**src/rtl/multicycle_alu_if.sv**
```systemverilog
// Handshake and data bundle between the control FSM (master) and
// multicycle_alu (slave). Operands and opcode travel towards the ALU;
// Busy/Done and the registered results travel back.
interface multicycle_alu_if #(
  parameter int WIDTH = 32
);
  logic             Start;
  logic [WIDTH-1:0] SrcA;
  logic [WIDTH-1:0] SrcB;
  logic [2:0]       ALUControl;
  logic             Busy;
  logic             Done;
  logic [WIDTH-1:0] ALUResult;
  logic [WIDTH-1:0] ALUResultHi;
  logic             Zero;
  logic             DivByZero;

  modport master (
    output Start, SrcA, SrcB, ALUControl,
    input  Busy, Done, ALUResult, ALUResultHi, Zero, DivByZero
  );

  modport slave (
    input  Start, SrcA, SrcB, ALUControl,
    output Busy, Done, ALUResult, ALUResultHi, Zero, DivByZero
  );
endinterface

```
**src/rtl/multicycle_alu.sv**
```systemverilog
// multicycle_alu: registered ALU with Start/Busy/Done handshake.
// Single-cycle ops (add, sub, and, xor, or, slt) finish one cycle after an
// accepted Start. With MULTICYCLE_ALU_MULDIV_EN defined, MUL (shift-add) and
// DIVU (restoring) iterate for WIDTH cycles in CALC; without it they complete
// in one cycle with an all-zero result and no CALC state exists.
// Results hold their value until the next operation completes.
module multicycle_alu #(
  parameter int WIDTH = 32
) (
  input  logic            clk,
  input  logic            reset,
  multicycle_alu_if.slave bus
);

  localparam logic [2:0] OP_ADD  = 3'b000;
  localparam logic [2:0] OP_SUB  = 3'b001;
  localparam logic [2:0] OP_AND  = 3'b010;
  localparam logic [2:0] OP_XOR  = 3'b011;
  localparam logic [2:0] OP_OR   = 3'b100;
  localparam logic [2:0] OP_SLT  = 3'b101;
  localparam logic [2:0] OP_MUL  = 3'b110;
  localparam logic [2:0] OP_DIVU = 3'b111;

`ifdef MULTICYCLE_ALU_MULDIV_EN
  typedef enum logic [1:0] {
    IDLE = 2'd0,
    CALC = 2'd1,
    FIN  = 2'd2
  } state_t;
`else
  typedef enum logic [1:0] {
    IDLE = 2'd0,
    FIN  = 2'd2
  } state_t;
`endif

  state_t           state_reg;
  state_t           state_next;
  logic             accept;

  logic             slt_bit;
  logic [WIDTH-1:0] alu_value;

  // Write-back request: which values land in the result registers this edge
  logic             wr_en;
  logic [WIDTH-1:0] wr_lo;
  logic [WIDTH-1:0] wr_hi;
  logic             wr_dbz;

  logic [WIDTH-1:0] result_reg;
  logic [WIDTH-1:0] result_hi_reg;
  logic             zero_reg;
  logic             dbz_reg;

  assign slt_bit = $signed(bus.SrcA) < $signed(bus.SrcB);

  // Single-cycle result; mul/divu slots yield 0 here (iterative path handles them)
  always_comb begin
    alu_value = '0;
    case (bus.ALUControl)
      OP_ADD:  alu_value = bus.SrcA + bus.SrcB;
      OP_SUB:  alu_value = bus.SrcA - bus.SrcB;
      OP_AND:  alu_value = bus.SrcA & bus.SrcB;
      OP_XOR:  alu_value = bus.SrcA ^ bus.SrcB;
      OP_OR:   alu_value = bus.SrcA | bus.SrcB;
      OP_SLT:  alu_value = {{(WIDTH-1){1'b0}}, slt_bit};
      OP_MUL:  alu_value = '0;
      OP_DIVU: alu_value = '0;
    endcase
  end

`ifdef MULTICYCLE_ALU_MULDIV_EN
  localparam int CNT_W = $clog2(WIDTH + 1);

  // Shared iteration datapath: work_hi/work_lo hold {partial product,
  // multiplier} for MUL and {remainder, dividend/quotient} for DIVU.
  logic [CNT_W-1:0] count_reg;
  logic [WIDTH-1:0] work_hi_reg;
  logic [WIDTH-1:0] work_lo_reg;
  logic [WIDTH-1:0] opnd_reg;
  logic             is_div_reg;

  logic [WIDTH:0]   mul_sum;
  logic [WIDTH:0]   div_shift;
  logic [WIDTH:0]   div_diff;
  logic [WIDTH-1:0] iter_hi;
  logic [WIDTH-1:0] iter_lo;

  logic             is_iter;
  logic             div_zero;
  logic             last_iter;

  assign is_iter   = (bus.ALUControl[2:1] == 2'b11);
  assign div_zero  = (bus.ALUControl == OP_DIVU) && (bus.SrcB == '0);
  assign last_iter = (count_reg == CNT_W'(1));

  // One shift-add (MUL) or restoring shift-subtract (DIVU) step
  always_comb begin
    iter_hi   = work_hi_reg;
    iter_lo   = work_lo_reg;
    mul_sum   = {1'b0, work_hi_reg} + (work_lo_reg[0] ? {1'b0, opnd_reg} : '0);
    div_shift = {work_hi_reg, work_lo_reg[WIDTH-1]};
    div_diff  = div_shift - {1'b0, opnd_reg};
    if (is_div_reg) begin
      // A set top bit means the trial subtraction borrowed: restore
      if (div_diff[WIDTH]) begin
        iter_hi = div_shift[WIDTH-1:0];
        iter_lo = {work_lo_reg[WIDTH-2:0], 1'b0};
      end else begin
        iter_hi = div_diff[WIDTH-1:0];
        iter_lo = {work_lo_reg[WIDTH-2:0], 1'b1};
      end
    end else begin
      iter_hi = mul_sum[WIDTH:1];
      iter_lo = {mul_sum[0], work_lo_reg[WIDTH-1:1]};
    end
  end

  // Capture operands on accept (SrcA/SrcB are free to change afterwards),
  // then advance one iteration per CALC cycle
  always_ff @(posedge clk) begin
    if (reset) begin
      count_reg   <= '0;
      work_hi_reg <= '0;
      work_lo_reg <= '0;
      opnd_reg    <= '0;
      is_div_reg  <= 1'b0;
    end else if (state_reg == CALC) begin
      count_reg   <= count_reg - CNT_W'(1);
      work_hi_reg <= iter_hi;
      work_lo_reg <= iter_lo;
    end else if (accept) begin
      count_reg   <= CNT_W'(WIDTH);
      is_div_reg  <= bus.ALUControl[0];
      work_hi_reg <= '0;
      // MUL: multiplier shifts through work_lo, multiplicand in opnd.
      // DIVU: dividend shifts out of work_lo, divisor in opnd.
      work_lo_reg <= bus.ALUControl[0] ? bus.SrcA : bus.SrcB;
      opnd_reg    <= bus.ALUControl[0] ? bus.SrcB : bus.SrcA;
    end
  end
`endif

  // State register
  always_ff @(posedge clk) begin
    if (reset) begin
      state_reg <= IDLE;
    end else begin
      state_reg <= state_next;
    end
  end

  // Next state: Start is taken in IDLE or FIN, ignored while iterating
  always_comb begin
    state_next = state_reg;
    accept     = 1'b0;
    case (state_reg)
      IDLE, FIN: begin
        if (bus.Start) begin
          accept = 1'b1;
`ifdef MULTICYCLE_ALU_MULDIV_EN
          state_next = (is_iter && !div_zero) ? CALC : FIN;
`else
          state_next = FIN;
`endif
        end else begin
          state_next = IDLE;
        end
      end
`ifdef MULTICYCLE_ALU_MULDIV_EN
      CALC: begin
        if (last_iter) begin
          state_next = FIN;
        end
      end
`endif
      default: state_next = IDLE;
    endcase
  end

  // Select what gets written into the result registers on this edge
  always_comb begin
    wr_en  = 1'b0;
    wr_lo  = alu_value;
    wr_hi  = '0;
    wr_dbz = 1'b0;
    if (accept) begin
      wr_en = 1'b1;
`ifdef MULTICYCLE_ALU_MULDIV_EN
      if (div_zero) begin
        // Divide by zero short-circuits CALC with a fixed result
        wr_lo  = '1;
        wr_hi  = bus.SrcA;
        wr_dbz = 1'b1;
      end else if (is_iter) begin
        // Results stay put until the iteration finishes
        wr_en = 1'b0;
      end
`endif
    end
`ifdef MULTICYCLE_ALU_MULDIV_EN
    if ((state_reg == CALC) && last_iter) begin
      wr_en = 1'b1;
      wr_lo = iter_lo;
      wr_hi = iter_hi;
    end
`endif
  end

  // Result registers; Zero is derived from the value being written
  always_ff @(posedge clk) begin
    if (reset) begin
      result_reg    <= '0;
      result_hi_reg <= '0;
      zero_reg      <= 1'b0;
      dbz_reg       <= 1'b0;
    end else if (wr_en) begin
      result_reg    <= wr_lo;
      result_hi_reg <= wr_hi;
      zero_reg      <= (wr_lo == '0);
      dbz_reg       <= wr_dbz;
    end
  end

  assign bus.Done        = (state_reg == FIN);
`ifdef MULTICYCLE_ALU_MULDIV_EN
  assign bus.Busy        = (state_reg == CALC);
`else
  assign bus.Busy        = 1'b0;
`endif
  assign bus.ALUResult   = result_reg;
  assign bus.ALUResultHi = result_hi_reg;
  assign bus.Zero        = zero_reg;
  assign bus.DivByZero   = dbz_reg;

endmodule

```
**src/flat_wrapper.sv**
```systemverilog
// flat-port wrapper written by rule: the top's interface ports become plain ports
module multicycle_alu_flat 
#(
  parameter int WIDTH = 32
)
  (clk, reset, bus_Start, bus_SrcA, bus_SrcB, bus_ALUControl, bus_Busy, bus_Done, bus_ALUResult, bus_ALUResultHi, bus_Zero, bus_DivByZero);
  multicycle_alu_if #(.WIDTH(WIDTH)) bus_i ();
  input  logic clk;
  input  logic reset;
  input wire logic [$bits(bus_i.Start)-1:0] bus_Start;
  input wire logic [$bits(bus_i.SrcA)-1:0] bus_SrcA;
  input wire logic [$bits(bus_i.SrcB)-1:0] bus_SrcB;
  input wire logic [$bits(bus_i.ALUControl)-1:0] bus_ALUControl;
  output wire logic [$bits(bus_i.Busy)-1:0] bus_Busy;
  output wire logic [$bits(bus_i.Done)-1:0] bus_Done;
  output wire logic [$bits(bus_i.ALUResult)-1:0] bus_ALUResult;
  output wire logic [$bits(bus_i.ALUResultHi)-1:0] bus_ALUResultHi;
  output wire logic [$bits(bus_i.Zero)-1:0] bus_Zero;
  output wire logic [$bits(bus_i.DivByZero)-1:0] bus_DivByZero;
  assign bus_i.Start = bus_Start;
  assign bus_i.SrcA = bus_SrcA;
  assign bus_i.SrcB = bus_SrcB;
  assign bus_i.ALUControl = bus_ALUControl;
  assign bus_Busy = bus_i.Busy;
  assign bus_Done = bus_i.Done;
  assign bus_ALUResult = bus_i.ALUResult;
  assign bus_ALUResultHi = bus_i.ALUResultHi;
  assign bus_Zero = bus_i.Zero;
  assign bus_DivByZero = bus_i.DivByZero;
  multicycle_alu #(.WIDTH(WIDTH)) u_core (.clk(clk), .reset(reset), .bus(bus_i));
endmodule
```
**config.mk**
```make
export PLATFORM = sky130hd
export DESIGN_NAME = multicycle_alu_flat
export DESIGN_NICKNAME = d
export VERILOG_FILES = /design/src/rtl/multicycle_alu_if.sv /design/src/rtl/multicycle_alu.sv /design/src/flat_wrapper.sv
export SDC_FILE = /design/constraint.sdc
export NUM_CORES = 1
export LEC_CHECK = 0
export ABC_AREA = 0
export CAP_MARGIN = 20
export CORE_MARGIN = 1
export CORE_UTILIZATION = 40
export DETAILED_ROUTE_END_ITERATION = 8
export PLACE_DENSITY = 0.66
export SETUP_SLACK_MARGIN = 0.4
export SLEW_MARGIN = 20
export SYNTH_ARGS = -nofsm -noshare
export SYNTH_HDL_FRONTEND = slang
export SYNTH_SLANG_ARGS = --single-unit
```
**constraint.sdc**
```tcl
create_clock -name clk -period 3.9 [get_ports clk]
set_clock_uncertainty 0.15 [all_clocks]
set_input_delay 0.78 -clock clk [delete_from_list [all_inputs] [get_ports clk]]
set_output_delay 0.78 -clock clk [all_outputs]
set_load 0.1 [all_outputs]
```
==> flow_metrics.env <==
export IMPL_layout_nets=1634
export IMPL_clock_path_buffers=2
export IMPL_yosys_warnings=0
export IMPL_power_net_switching_w=0.00145
export IMPL_largest_reg_flops=32
export IMPL_wirelength_mm=32.1
export IMPL_final_layout_size_suffix_gt1_frac=0.468
export IMPL_cts_tree="done"
export IMPL_synthTopCellsByArea="ha_1 (17%), dfxtp_1 (9.5%), nor2_1 (6.2%), inv_1 (5.1%), a21oi_1 (5.1%)"
export IMPL_hpwl_mm=23.7
export IMPL_crit_path_cell_trace="buf_8 > inv_4 > ha_4 > fa_2 > buf_4 > nor2b_4 > xnor2_2 > a21oi_1 > o22a_1 > nor4bb_2 > nand4_1 > or4_4 > nor4_4 > nand4b_1 > nor4_2 > and4b_1 > a32o_1"
export IMPL_grt_max_degree=49
export IMPL_cp_start_kind="primary input"
export IMPL_synth_seq_cells=34
export IMPL_crit_arrival_ns=4.04
export IMPL_fmax_mhz=252
export IMPL_synthCells=1020
export IMPL_sw_frac_of_total=0.471
export IMPL_setup_slack_ns=-0.0630
export IMPL_syn_avg_cell_area_um2=7.04
export IMPL_timing_final_hold_violations=0
export IMPL_crit_end="u_core.bus.Zero"
export IMPL_ys_seq_area_frac=0.0948
export IMPL_dieArea_um2=18500
export IMPL_pin_count=138
export IMPL_synth_edf_count=0
export IMPL_cts_root_buf="clkbuf_16"
export IMPL_clkPwrFrac=0.128
export IMPL_antenna_found_initial=0
export IMPL_synth_ff_type="dfxtp_1"
export IMPL_intPower_w=0.00163
export IMPL_clk_pin_slew_ns=0.06
export IMPL_max_cap_violations=0
export IMPL_critPathSlowestCell="or4_4"
export IMPL_yosys_top_cells_count="nor2_1 (119), inv_1 (98), ha_1 (96), a21oi_1 (73), o21ai_0 (51)"
export IMPL_critPathKind="primary input to flip-flop"
export IMPL_wl_per_cell_um=19.0
export IMPL_worstMarginPinSlew_ns=1.02
export IMPL_placed_cell_area_um2=10800
export IMPL_cts_hold_buf=0
export IMPL_r2r_start="u_core.bus.ALUResult[8]"
export IMPL_viasPerCell=5.82
export IMPL_cp_max_fo=2
export IMPL_worstSkewPairLatency_ns=0.27
export IMPL_seqPwrFrac=0.128
export IMPL_hp_class="flip-flop to flip-flop"
export IMPL_critPathRequiredTime_ns=3.97
export IMPL_worst_r2r_path_depth=2
export IMPL_timing_rr_end="u_core.bus.ALUResult[8]"
export IMPL_die_y_um=136
export IMPL_grt_usage=0.332
export IMPL_core_um2=17400
export IMPL_pwr_density_cell_nw_per_um2=240
export IMPL_cts_sinks=34
export IMPL_cpPeakStageDelay_ns=0.48
export IMPL_drt_iter0_drc=821
export IMPL_yosysMostFrequentCell="nor2_1"
export IMPL_syn2layout_area_growth_pct=78.4
export IMPL_yosys_area_top_type="ha_1"
export IMPL_layout_min_cycle_time_ns=3.96
export IMPL_outcome="complete, but fails checks"
export IMPL_ys_types=90
export IMPL_fin_area_um2=12800
export IMPL_post_route_util=0.735
export IMPL_diodes=0
export IMPL_synthDominantCellAreaShare=0.167
export IMPL_syn_area_um2=7180
export IMPL_crit_start="bus_SrcA[0]"
export IMPL_setup_reg_to_reg_worst_slack_ns=2.90
export IMPL_cts_max_level=2
export IMPL_die_x_um=136
export IMPL_comb_power_share=0.744
export IMPL_min_period_over_period=1.02
export IMPL_cellLeakagePower_nw=5.81
export IMPL_async_reset_ff_frac=0
export IMPL_route_detailed_drc=0
export IMPL_rows=48
export IMPL_max_slew_margin=0.320
export IMPL_finalSetupViolCount=1
export IMPL_initial_core_util=0.412
export IMPL_cts_buffers=5
export IMPL_via_count=9851
export IMPL_setup_tns_ns=-0.0630
export IMPL_violations="negative setup slack"
export IMPL_gp_congestion=0.991
export IMPL_drtPass1Iterations=6
export IMPL_grt_overflow=0
export IMPL_vdd_drop_max_uv=230
export IMPL_power_w=0.00308
export IMPL_port_buffers=103
export IMPL_rsz0062_at_grt="true"
export IMPL_slew_viol_final=0
export IMPL_cp_end_kind="flip-flop"
export IMPL_grt_first_pass_wirelength_mm=48.7
export IMPL_drtAntennaViolNets=0
export IMPL_grt_pass1_vias=9608
-- worst min-delay path by stage --
stage,start,to,slack (ns),depth (start not counted)
global route,u_core.bus.ALUResult[7],u_core.bus.ALUResult[7],0.36,2
finish,u_core.bus.ALUResult[13],u_core.bus.ALUResult[13],0.33,2
detailed placement,u_core.bus.ALUResult[30],u_core.bus.ALUResult[30],0.32,2
global placement,u_core.bus.ALUResult[30],u_core.bus.ALUResult[30],0.31,2
CTS,u_core.bus.ALUResult[30],u_core.bus.ALUResult[30],0.34,2
floorplan,u_core.bus.ALUResult[16],u_core.bus.ALUResult[16],0.76,2
-- stage by stage --
| stage | hold WS, ns | setup slack, ns | cells |
|---|---|---|---|
| 2_1_floorplan | 0.762 | 0.235 | 1053 |
| 3_3_place_gp | 0.313 | -0.990 | 1625 |
| 3_5_place_dp | 0.324 | -0.982 | 1625 |
| 4_1_cts | 0.336 | -0.0617 | 1677 |
| 5_1_grt | 0.359 | -0.137 | 1692 |
| 6_report | 0.331 | -0.0630 | 1692 |
-- layer usage --
metal,vias up,part of all wire,track usage
li1,4564,-,-
met1,4636,0.41,0.408
met2,522,0.48,0.579
met3,129,0.067,0.0362
met4,0,0.043,0.151
met5,-,0,0
-- critical path: cells and delay by family --
kind | cells | cell delay [ns]
xor gates and xnor gates | 1 | 0.12
buffers and inverters | 3 | 0.25
adders and majority gates | 2 | 0.53
AOI/OAI and AO/OA | 3 | 0.44
and+or+nand+nor | 8 | 1.91
-- cell usage in the layout (no fill, tap or decap), types with 19 or more instances in the layout --
cell,instances
nand2_1,37
buf_6,49
ha_1,54
mux2i_1,22
conb_1,34
nor2_1,109
nor3_1,23
inv_2,45
buf_4,355
inv_1,49
a21oi_1,49
dfxtp_1,34
a211oi_1,19
dlygate4sd2_1,19
clkdlybuf4s50_1,51
ha_4,35
o21ai_0,35
-- cells by family after synthesis --
family / count (synthesis) / synth area share
XOR/XNOR: 7 / 0.00854
flip-flops: 34 / 0.0948
buffers and inverters: 201 / 0.130
AO/OA/AOI/OAI: 360 / 0.358
multiplexers: 22 / 0.0307
other: 1 / 0.000523
AND/OR/NAND/NOR: 297 / 0.204
adder cells (fa/ha/maj): 98 / 0.173
-- power by group through the flow --
stage / Clock [W] / Sequential (W) / Combinational (W)
2_1_floorplan: 0 / 0.000602 / 0.000874
3_3_place_gp: 0 / 0.000400 / 0.00183
3_5_place_dp: 0 / 0.000401 / 0.00184
4_1_cts: 0.000395 / 0.000394 / 0.00213
5_1_grt: 0.000417 / 0.000396 / 0.00240
6_report: 0.000394 / 0.000394 / 0.00229
-- layout make-up --
| cell class | instances | area, um2 |
|---|---|---|
| Clock inverter | 1 | 5.00 |
| Fill cell | 1326 | 4620 |
| Multi-Input combinational cell | 818 | 7100 |
| Clock buffer | 7 | 143 |
| Timing Repair Buffer | 507 | 4210 |
| Sequential cell | 34 | 681 |
| Inverter | 100 | 385 |
| Tap cell | 225 | 282 |
-- what timing repair did --
| action | 4_1_cts | 5_1_grt |
|---|---|---|
| pin swaps | 85 | 58 |
| cloned | 1 | 0 |
| buffers inserted | 43 | 15 |
| endpoints found under the setup margin | 23 | 20 |
| gates resized for setup | 366 | 93 |
Note: power is estimated with default switching activity, not from simulation.
